**src/rtl/debug_bram_dumper.sv**
```systemverilog
// debug_bram_dumper
//   Walks word_count consecutive words of an Inst/Data BRAM through its
//   debug port (A2/WD2/WE2/RD2) and streams {addr,data} over valid/ready.
//   Read-only: WD2/WE2 are tied off.
//
//   Optional feature macro: DUMP_CHECKSUM_EN
//     defined   -> checksum = mod-2^32 sum of all words transferred in the
//                  current request (cleared at accepted start)
//     undefined -> checksum tied to 0
//
// Ports
//   CPU_CLK, CPU_RST        clock (posedge), async active-low reset
//   start                   1-cycle request, sampled only in IDLE
//   base_addr, word_count   request, latched at accepted start
//   busy, done              status; done is a 1-cycle pulse
//   Debug_A2/WD2/WE2/RD2    BRAM debug port (RD2 valid 1 cycle after A2)
//   m_valid/m_ready         output stream handshake
//   m_addr, m_data, m_last  stream payload
//   checksum                see macro note above
//
// state | meaning
// IDLE  | waiting for start
// RUN   | issuing reads (at most 2 words buffered or in flight)
// DRAIN | all reads issued, emptying the buffer (also the one-cycle
//       | busy slot of an empty request)
// DONE  | done pulse, busy low, back to IDLE

module debug_bram_dumper #(
  parameter int BRAMWORDS = 4096,
  parameter int CNT_W     = 13
) (
  input  logic             CPU_CLK,
  input  logic             CPU_RST,
  input  logic             start,
  input  logic [31:0]      base_addr,
  input  logic [CNT_W-1:0] word_count,
  output logic             busy,
  output logic             done,
  output logic [31:0]      Debug_A2,
  output logic [31:0]      Debug_WD2,
  output logic [3:0]       Debug_WE2,
  input  logic [31:0]      Debug_RD2,
  output logic             m_valid,
  input  logic             m_ready,
  output logic [31:0]      m_addr,
  output logic [31:0]      m_data,
  output logic             m_last,
  output logic [31:0]      checksum
);

  localparam logic [1:0] ST_IDLE  = 2'd0;
  localparam logic [1:0] ST_RUN   = 2'd1;
  localparam logic [1:0] ST_DRAIN = 2'd2;
  localparam logic [1:0] ST_DONE  = 2'd3;

  localparam logic [31:0] WRAP_ADDR = 32'(BRAMWORDS * 4 - 4);

  logic [1:0]       state;
  logic [31:0]      curAddr;
  logic [31:0]      lastA2;
  logic [CNT_W-1:0] remIssue;
  logic [CNT_W-1:0] remXfer;

  logic             inflValid;
  logic [31:0]      inflAddr;
  logic             inflLast;

  logic [31:0]      fifoAddr [0:1];
  logic [31:0]      fifoData [0:1];
  logic [1:0]       fifoLast;
  logic             wrPtr;
  logic             rdPtr;
  logic [1:0]       occ;

  logic             push;
  logic             pop;
  logic             issue;
  logic [2:0]       pending;
  logic [31:0]      nextAddr;
  logic             accept;

  assign Debug_WD2 = 32'h0;
  assign Debug_WE2 = 4'b0000;

  assign busy = (state == ST_RUN) || (state == ST_DRAIN);
  assign done = (state == ST_DONE);

  assign m_valid = (occ != 2'd0);
  assign m_addr  = fifoAddr[rdPtr];
  assign m_data  = fifoData[rdPtr];
  assign m_last  = m_valid && fifoLast[rdPtr];

  assign accept  = (state == ST_IDLE) && start;
  assign push    = inflValid;
  assign pop     = m_valid && m_ready;
  assign pending = {1'b0, occ} + {2'b00, inflValid};
  // A slot freed by this cycle's pop may be refilled by this cycle's read,
  // which keeps one word per cycle flowing while m_ready stays high.
  assign issue   = (state == ST_RUN) && ((pending < 3'd2) || pop);

  assign nextAddr = (curAddr == WRAP_ADDR) ? 32'h0 : curAddr + 32'd4;

  // The BRAM samples A2 on the edge that ends the issue cycle, so the
  // address is presented combinationally and remembered for idle cycles.
  assign Debug_A2 = issue ? curAddr : lastA2;

  always_ff @(posedge CPU_CLK or negedge CPU_RST) begin
    if (!CPU_RST) begin
      state     <= ST_IDLE;
      curAddr   <= 32'h0;
      lastA2    <= 32'h0;
      remIssue  <= '0;
      remXfer   <= '0;
      inflValid <= 1'b0;
      inflAddr  <= 32'h0;
      inflLast  <= 1'b0;
    end else begin
      inflValid <= issue;
      if (issue) begin
        lastA2   <= curAddr;
        inflAddr <= curAddr;
        inflLast <= (remIssue == CNT_W'(1));
        curAddr  <= nextAddr;
        remIssue <= remIssue - CNT_W'(1);
      end
      if (pop) begin
        remXfer <= remXfer - CNT_W'(1);
      end

      case (state)
        ST_IDLE: begin
          if (start) begin
            curAddr  <= base_addr & ~32'h3;
            remIssue <= word_count;
            remXfer  <= word_count;
            state    <= (word_count == '0) ? ST_DRAIN : ST_RUN;
          end
        end
        ST_RUN: begin
          if (issue && (remIssue == CNT_W'(1))) begin
            state <= ST_DRAIN;
          end
        end
        ST_DRAIN: begin
          if ((remXfer == '0) || (pop && (remXfer == CNT_W'(1)))) begin
            state <= ST_DONE;
          end
        end
        default: state <= ST_IDLE;
      endcase
    end
  end

  always_ff @(posedge CPU_CLK or negedge CPU_RST) begin
    if (!CPU_RST) begin
      for (int i = 0; i < 2; i++) begin
        fifoAddr[i] <= 32'h0;
        fifoData[i] <= 32'h0;
      end
      fifoLast <= 2'b00;
      wrPtr    <= 1'b0;
      rdPtr    <= 1'b0;
      occ      <= 2'd0;
    end else begin
      if (push) begin
        fifoAddr[wrPtr] <= inflAddr;
        fifoData[wrPtr] <= Debug_RD2;
        fifoLast[wrPtr] <= inflLast;
        wrPtr           <= ~wrPtr;
      end
      if (pop) begin
        rdPtr <= ~rdPtr;
      end
      case ({push, pop})
        2'b10:   occ <= occ + 2'd1;
        2'b01:   occ <= occ - 2'd1;
        default: occ <= occ;
      endcase
    end
  end

`ifdef DUMP_CHECKSUM_EN
  logic [31:0] csum;

  always_ff @(posedge CPU_CLK or negedge CPU_RST) begin
    if (!CPU_RST) begin
      csum <= 32'h0;
    end else if (accept) begin
      csum <= 32'h0;
    end else if (pop) begin
      csum <= csum + m_data;
    end
  end

  assign checksum = csum;
`else
  assign checksum = 32'h0;
`endif

endmodule

```
**config.mk**
```make
export PLATFORM = sky130hd
export DESIGN_NAME = debug_bram_dumper
export DESIGN_NICKNAME = d
export VERILOG_FILES = /design/src/rtl/debug_bram_dumper.sv
export SDC_FILE = /design/constraint.sdc
export NUM_CORES = 1
export LEC_CHECK = 0
export CELL_PAD_IN_SITES_DETAIL_PLACEMENT = 2
export CELL_PAD_IN_SITES_GLOBAL_PLACEMENT = 2
export CORE_MARGIN = 5
export CORE_UTILIZATION = 30
export CTS_BUF_LIST = sky130_fd_sc_hd__clkbuf_4
export DETAILED_ROUTE_END_ITERATION = 12
export PLACE_DENSITY = 0.73
export SYNTH_ARGS = -nofsm -noshare
export SYNTH_HDL_FRONTEND = slang
export SYNTH_SLANG_ARGS = --single-unit
```
**constraint.sdc**
```tcl
create_clock -name CPU_CLK -period 2.2 [get_ports CPU_CLK]
set_input_delay 0.44 -clock CPU_CLK [delete_from_list [all_inputs] [get_ports CPU_CLK]]
set_output_delay 0.44 -clock CPU_CLK [all_outputs]
set_load 0.02 [all_outputs]
```
### Word-level counts from Yosys, hierarchy flattened

Cells that the tools add are included.

| word-level totals | value |
|---|---|
| bits of input ports | 81 |
| flip-flop bits (word level) | 260 |
| output and inout port bits | 168 |
| word-level logic and storage cells | 92 |

| operators by class | value |
|---|---|
| reduce and logical (&&, ||, !) cells | 16 |
| multiplexer cells | 32 |
| $add $sub $neg | 6 |
| order comparisons | 7 |
| equal/unequal tests | 11 |
| bitwise logic cells | 4 |

Operators by type and width:

| cell | number |
|---|---|
| 32-bit 2-to-1 mux | 12 |
| 64-bit bitwise mux | 2 |
| 13-bit 2-to-1 mux | 6 |
| 32-bit by 3-bit adder with 32-bit output (second input constant) | 1 |
| 32-bit demux with 1-bit select | 1 |
| 32-bit by 14-bit == test with 1-bit output (second input constant) | 1 |
| 13-bit by 1-bit == test with 1-bit output (second input constant) | 2 |
| 13-bit zero test | 2 |
| 13-bit by 1-bit subtractor with 13-bit output (second input constant) | 2 |
| 2-bit 2-to-1 mux | 4 |
| 1-bit logical AND | 7 |
| 2-bit == test (second input constant) | 3 |
| 2-bit one-hot mux with 3 select lines | 1 |
| 2-bit by 1-bit == test with 1-bit output (second input constant) | 2 |
| 2-bit >= comparator (second input constant) | 2 |
| 1-bit by 2-bit < comparator with 1-bit output (second input constant) | 2 |
| 2-bit by 1-bit != test with 1-bit output (second input constant) | 2 |
| 1-bit inverter with 2-bit output | 2 |
| 2-bit one-hot mux with 2 select lines | 1 |
| 2-bit nonzero test | 2 |
| 2-bit by 1-bit adder with 3-bit output | 1 |
| 1-bit logical OR | 3 |
| 3-bit by 2-bit < comparator with 1-bit output (second input constant) | 1 |
| 1-bit 2-to-1 mux | 3 |
| 10 further kinds | 11 |

### Depth between registers and ports, before layout

| logic depth | value |
|---|---|
| depth in word-level cells | 7 |
| depth in mapped cells | 9 |
| mapped depth without buffers | 7 |

### Worst setup path before layout

Ideal clock, no wire load.

| timing path | value |
|---|---|
| path type | register to output |
| from | register state[1] |
| to | output port Debug_A2[22] |
| setup slack | 0.005 ns |
| stages on the path, launching flop included | 10 |
| data required time | 1.760 ns |
| path buffers | 3 |
| data arrival time | 1.755 ns |
| cell sequence | dfrtp_1 -> inv_1 -> ha_1 -> o21ai_1 -> inv_1 -> buf_2 -> buf_2 -> buf_2 -> nand2_1 -> nand2_1 |

| on the way | value |
|---|---|
| word-level cells in the longest chain between the ends | 3 |

RTL lines:

| element | line | RTL |
|---|---|---|
| start, declared | 58 | `logic [1:0] state;` |
| start signal, assigned | 136 | `state <= (word_count == '0) ? ST_DRAIN : ST_RUN;` |
| 2-bit by 1-bit == test with 1-bit output | 99 | `assign issue = (state == ST_RUN) && ((pending < 3'd2) \|\| pop);` |
| 1-bit logical AND | 99 |  |
| 32-bit 2-to-1 mux | - |  |
| end, declared | 39 | `output logic [31:0] Debug_A2,` |

Every way passes these cells.

### Worst setup path in the final report

| timing path | value |
|---|---|
| from | register inflValid |
| to | output port Debug_A2[5] |

| on the way | value |
|---|---|
| word-level cells in the longest chain between the ends | 5 |

RTL lines:

| element | line | RTL |
|---|---|---|
| start, declared | 64 | `logic inflValid;` |
| start signal, assigned | 118 | `inflValid <= issue;` |
| 2-bit by 1-bit adder with 3-bit output | 96 | `assign pending = {1'b0, occ} + {2'b00, inflValid};` |
| 3-bit by 2-bit < comparator with 1-bit output | 99 |  |
| 1-bit logical OR | 99 |  |
| 1-bit logical AND | 99 |  |
| 32-bit 2-to-1 mux | - |  |

Every way passes these cells.

==> results.json <==
{
  "fin_nets": 1523,
  "die_height_um": 210,
  "synth-seq-area-share_pct": 54.0,
  "num_vias": 9636,
  "fin_setup_tns_ns": -26.97,
  "hold_viol_final": 0,
  "cts_buffer_depth": 3,
  "violations": "setup timing",
  "synth_area_leaders": "dfrtp_1 54%, mux2_2 18%, nand2_1 6.3%, buf_4 4.2%, xnor2_1 2.1%",
  "vias_per_cell": 4.78,
  "r2r-end": "curAddr[26]",
  "finalCriticalPeriod_ns": 2.55,
  "area_delta_synth_final_pct": 43.4,
  "cts_max_level": 3,
  "gr-total-overflow": 0,
  "synth_edf_count": 0,
  "rsz0062_at_grt": "true",
  "drt-initial-drc-count": 336,
  "async_flop_share_pct": 100,
  "synth_cells": 1070,
  "cpPeakStageDelay_ns": 0.39,
  "crit_type": "flop to output pin",
  "path_cells": "a21oi_4 > o21ai_4 > clkinv_4 > clkbuf_16 > nand2_4 > nand2_2 > buf_6",
  "reg2reg_depth": 6,
  "route.detailed.drc": 0,
  "clock_skew_ns": 0.0682,
  "track_usage_pct": 18.2,
  "worstSkewPairLatency_ns": 0.76,
  "hold_class": "input pin to async pin",
  "crit_required_ns": 1.76,
  "drv_cap": 0,
  "cts_made_buffers": 78,
  "cp-end-kind": "output pin",
  "worst_setup_path_start_kind": "flop",
  "critPathBufInv": 3,
  "fin_area_um2": 17300,
  "syn_area_um2": 12100,
  "r2r_slack_ns": -0.11,
  "wl_per_cell_um": 22.1,
  "dp.final_hpwl_mm": 28.3,
  "path_max_fanout": 6,
  "pin_count": 249,
  "ant_nets": 0,
  "numClockSinks": 260,
  "synth_common_cells": "260 x dfrtp_1, 202 x nand2_1, 195 x mux2_2, 68 x buf_4, 42 x nor2_1",
  "rows": 73,
  "outcome": "complete, but fails checks",
  "worstSetupStartpoint": "inflValid",
  "n_fill_cell": 4106,
  "core-area_um2": 39700,
  "worst_pin_slew_ns": 0.638,
  "slew_violations": 0,
  "antenna_found_initial": 6,
  "grt_pass1_vias": 10900,
  "gp_congestion": 0.770,
  "yosys.area.top_type": "dfrtp_1",
  "synth_cell_types": 48,
  "reg2reg_from": "curAddr[19]",
  "grt_start_max_net_pins": 68,
  "yosysMostFrequentCell": "dfrtp_1",
  "p_per_area_nw_per_um2": 1630,
  "drive_gt1_share_pct": 44.9,
  "final_util_pct": 43.5,
  "io_buffers": 178,
  "drt_first_pass_iters": 4,
  "setup_viol_count_final": 109,
  "die_width_um": 210,
  "initial_core_util_pct": 30.3,
  "slowest_stage": "dfrtp_1",
  "crit_arrival_ns": 2.11,
  "cts_tree": "built",
  "die_area_um2": 44300,
  "grt_first_pass_wirelength_mm": 63.7,
  "fin_ws_ns": -0.347,
  "hold_slack_ns": 0.233,
  "vdd_drop_max_v": 0.000480,
  "clkSlewWorstSetupHoldPaths_ns": 0.07,
  "maxSlewHeadroom_pct": 57.5,
  "ys_warn_count": 0,
  "cts-root-buf": "clkbuf_4",
  "yosys.area.top_type_share_pct": 54.0,
  "cp_top_family": "buffers and inverters",
  "p_leak_nw": 8.15,
  "ys_ff_latch": 260,
  "ys.flop_type": "dfrtp_1",
  "placed_area_um2": 15000,
  "wirelength_mm": 44.6,
  "fmax_ghz": 0.393,
  "avgSynthCellArea_um2": 11.3,
  "period_share_pct": 116
}
## power by group
part	switching [mW]	leakage [nW]	internal [mW]	total, mW
registers	1.69	3.19	6.95	8.64
logic	7.44	4.36	7.35	14.8
clock network	2.24	0.602	2.59	4.83
## final cells by class
cell class / instances / area (um2) / share of cell area, %
diodes: 3 / 7.51 / 0.0434
clock buffers: 120 / 901 / 5.21
clock inverters: 17 / 100 / 0.579
inverters: 11 / 51.3 / 0.297
multi-input cells: 747 / 5690 / 32.9
flip-flops and latches: 260 / 6510 / 37.7
well taps: 525 / 657 / 3.80
repair buffers: 333 / 3370 / 19.5
## cell usage in the layout (no fill, tap or decap), drive strengths merged, types with 3 or more instances in the layout
| master | netlist | routed |
|---|---|---|
| a31oi | 3 | 3 |
| nor3 | 17 | 17 |
| conb | 1 | 68 |
| o31a | 5 | 5 |
| nor2 | 42 | 42 |
| nor2b | 3 | 3 |
| and4 | 7 | 7 |
| clkdlybuf4s50 | 0 | 77 |
| nand2 | 202 | 202 |
| dfrtp | 260 | 260 |
| and2 | 3 | 3 |
| buf | 79 | 239 |
| or3 | 6 | 6 |
| or2 | 3 | 3 |
| clkinv | 0 | 15 |
| nand4 | 13 | 13 |
| nand3 | 11 | 11 |
| xor2 | 15 | 15 |
| nand2b | 3 | 3 |
| nor4 | 11 | 11 |
| mux2 | 196 | 196 |
| inv | 11 | 12 |
| and3 | 6 | 6 |
| diode | 0 | 3 |
| or4 | 3 | 3 |
| clkbuf | 40 | 136 |
| o2111ai | 3 | 3 |
| o21ai | 24 | 24 |
| a21oi | 38 | 38 |
| ha | 11 | 11 |
| xnor2 | 29 | 29 |
| a22oi | 4 | 4 |
| o211ai | 4 | 4 |
## routing by layer
metal / up-vias / track usage [%] / wire [um]
met5: - / 0 / 24
met4: 4 / 5.45 / 1500
met3: 100 / 4.11 / 1810
met2: 268 / 31.6 / 22800
met1: 4958 / 22.8 / 18500
li1: 4306 / - / -
## registers in the layout (all words and copies together), names as in the netlist
register,count
curAddr,32
fifoAddr,64
fifoData,64
fifoLast,2
inflAddr,32
inflLast,1
inflValid,1
lastA2,32
occ,2
rdPtr,1
remIssue,13
remXfer,13
state,2
wrPtr,1
## kinds of logic (layout without fill, tap and decap cells)
group	after synthesis	count (layout)	synth area share, %
adders and majority gates	11	11	1.14
and+or+nand+nor	334	334	12.3
muxes	198	198	18.5
xor gates and xnor gates	44	44	3.20
DFF	260	260	54.0
other	1	71	0.0311
AOI/OAI and AO/OA	92	92	4.62
buffers and inverters	130	481	6.26
## through the flow
stage          power (mW)  std cells  setup slack, ns
2_1_floorplan        15.0       1137          0.00541
5_1_grt              29.9       2016           -0.496
4_1_cts              26.0       1981           -0.474
3_3_place_gp         20.3       1826           -0.600
3_5_place_dp         20.8       1826           -0.697
6_report             28.3       2016           -0.347
## how the worst max path moves through the flow
| stage | depth (start not counted) | endpoint |
|---|---|---|
| after floorplan | 9 | Debug_A2[22] |
| after global placement | 6 | Debug_A2[31] |
| after detailed placement | 6 | Debug_A2[17] |
| after CTS | 8 | Debug_A2[17] |
| after global routing | 7 | Debug_A2[5] |
| final | 7 | Debug_A2[5] |
## what timing repair did
action	in CTS	in global routing
hold buffers	1	0
resized for setup	445	299
setup endpoints to repair	102	112
buffers inserted	15	30
pin swaps	12	19
cloned	2	6
endpoints found under the hold margin	60	0
## worst register-to-register path, delay by kind of cell (launching register included)
kind | cells | cell delay [ns]
compound gates | 1 | 0.13
flops | 1 | 0.50
simple gates | 4 | 1.35
buf+inv | 1 | 0.18
Note: power is estimated with default switching activity, not from simulation.
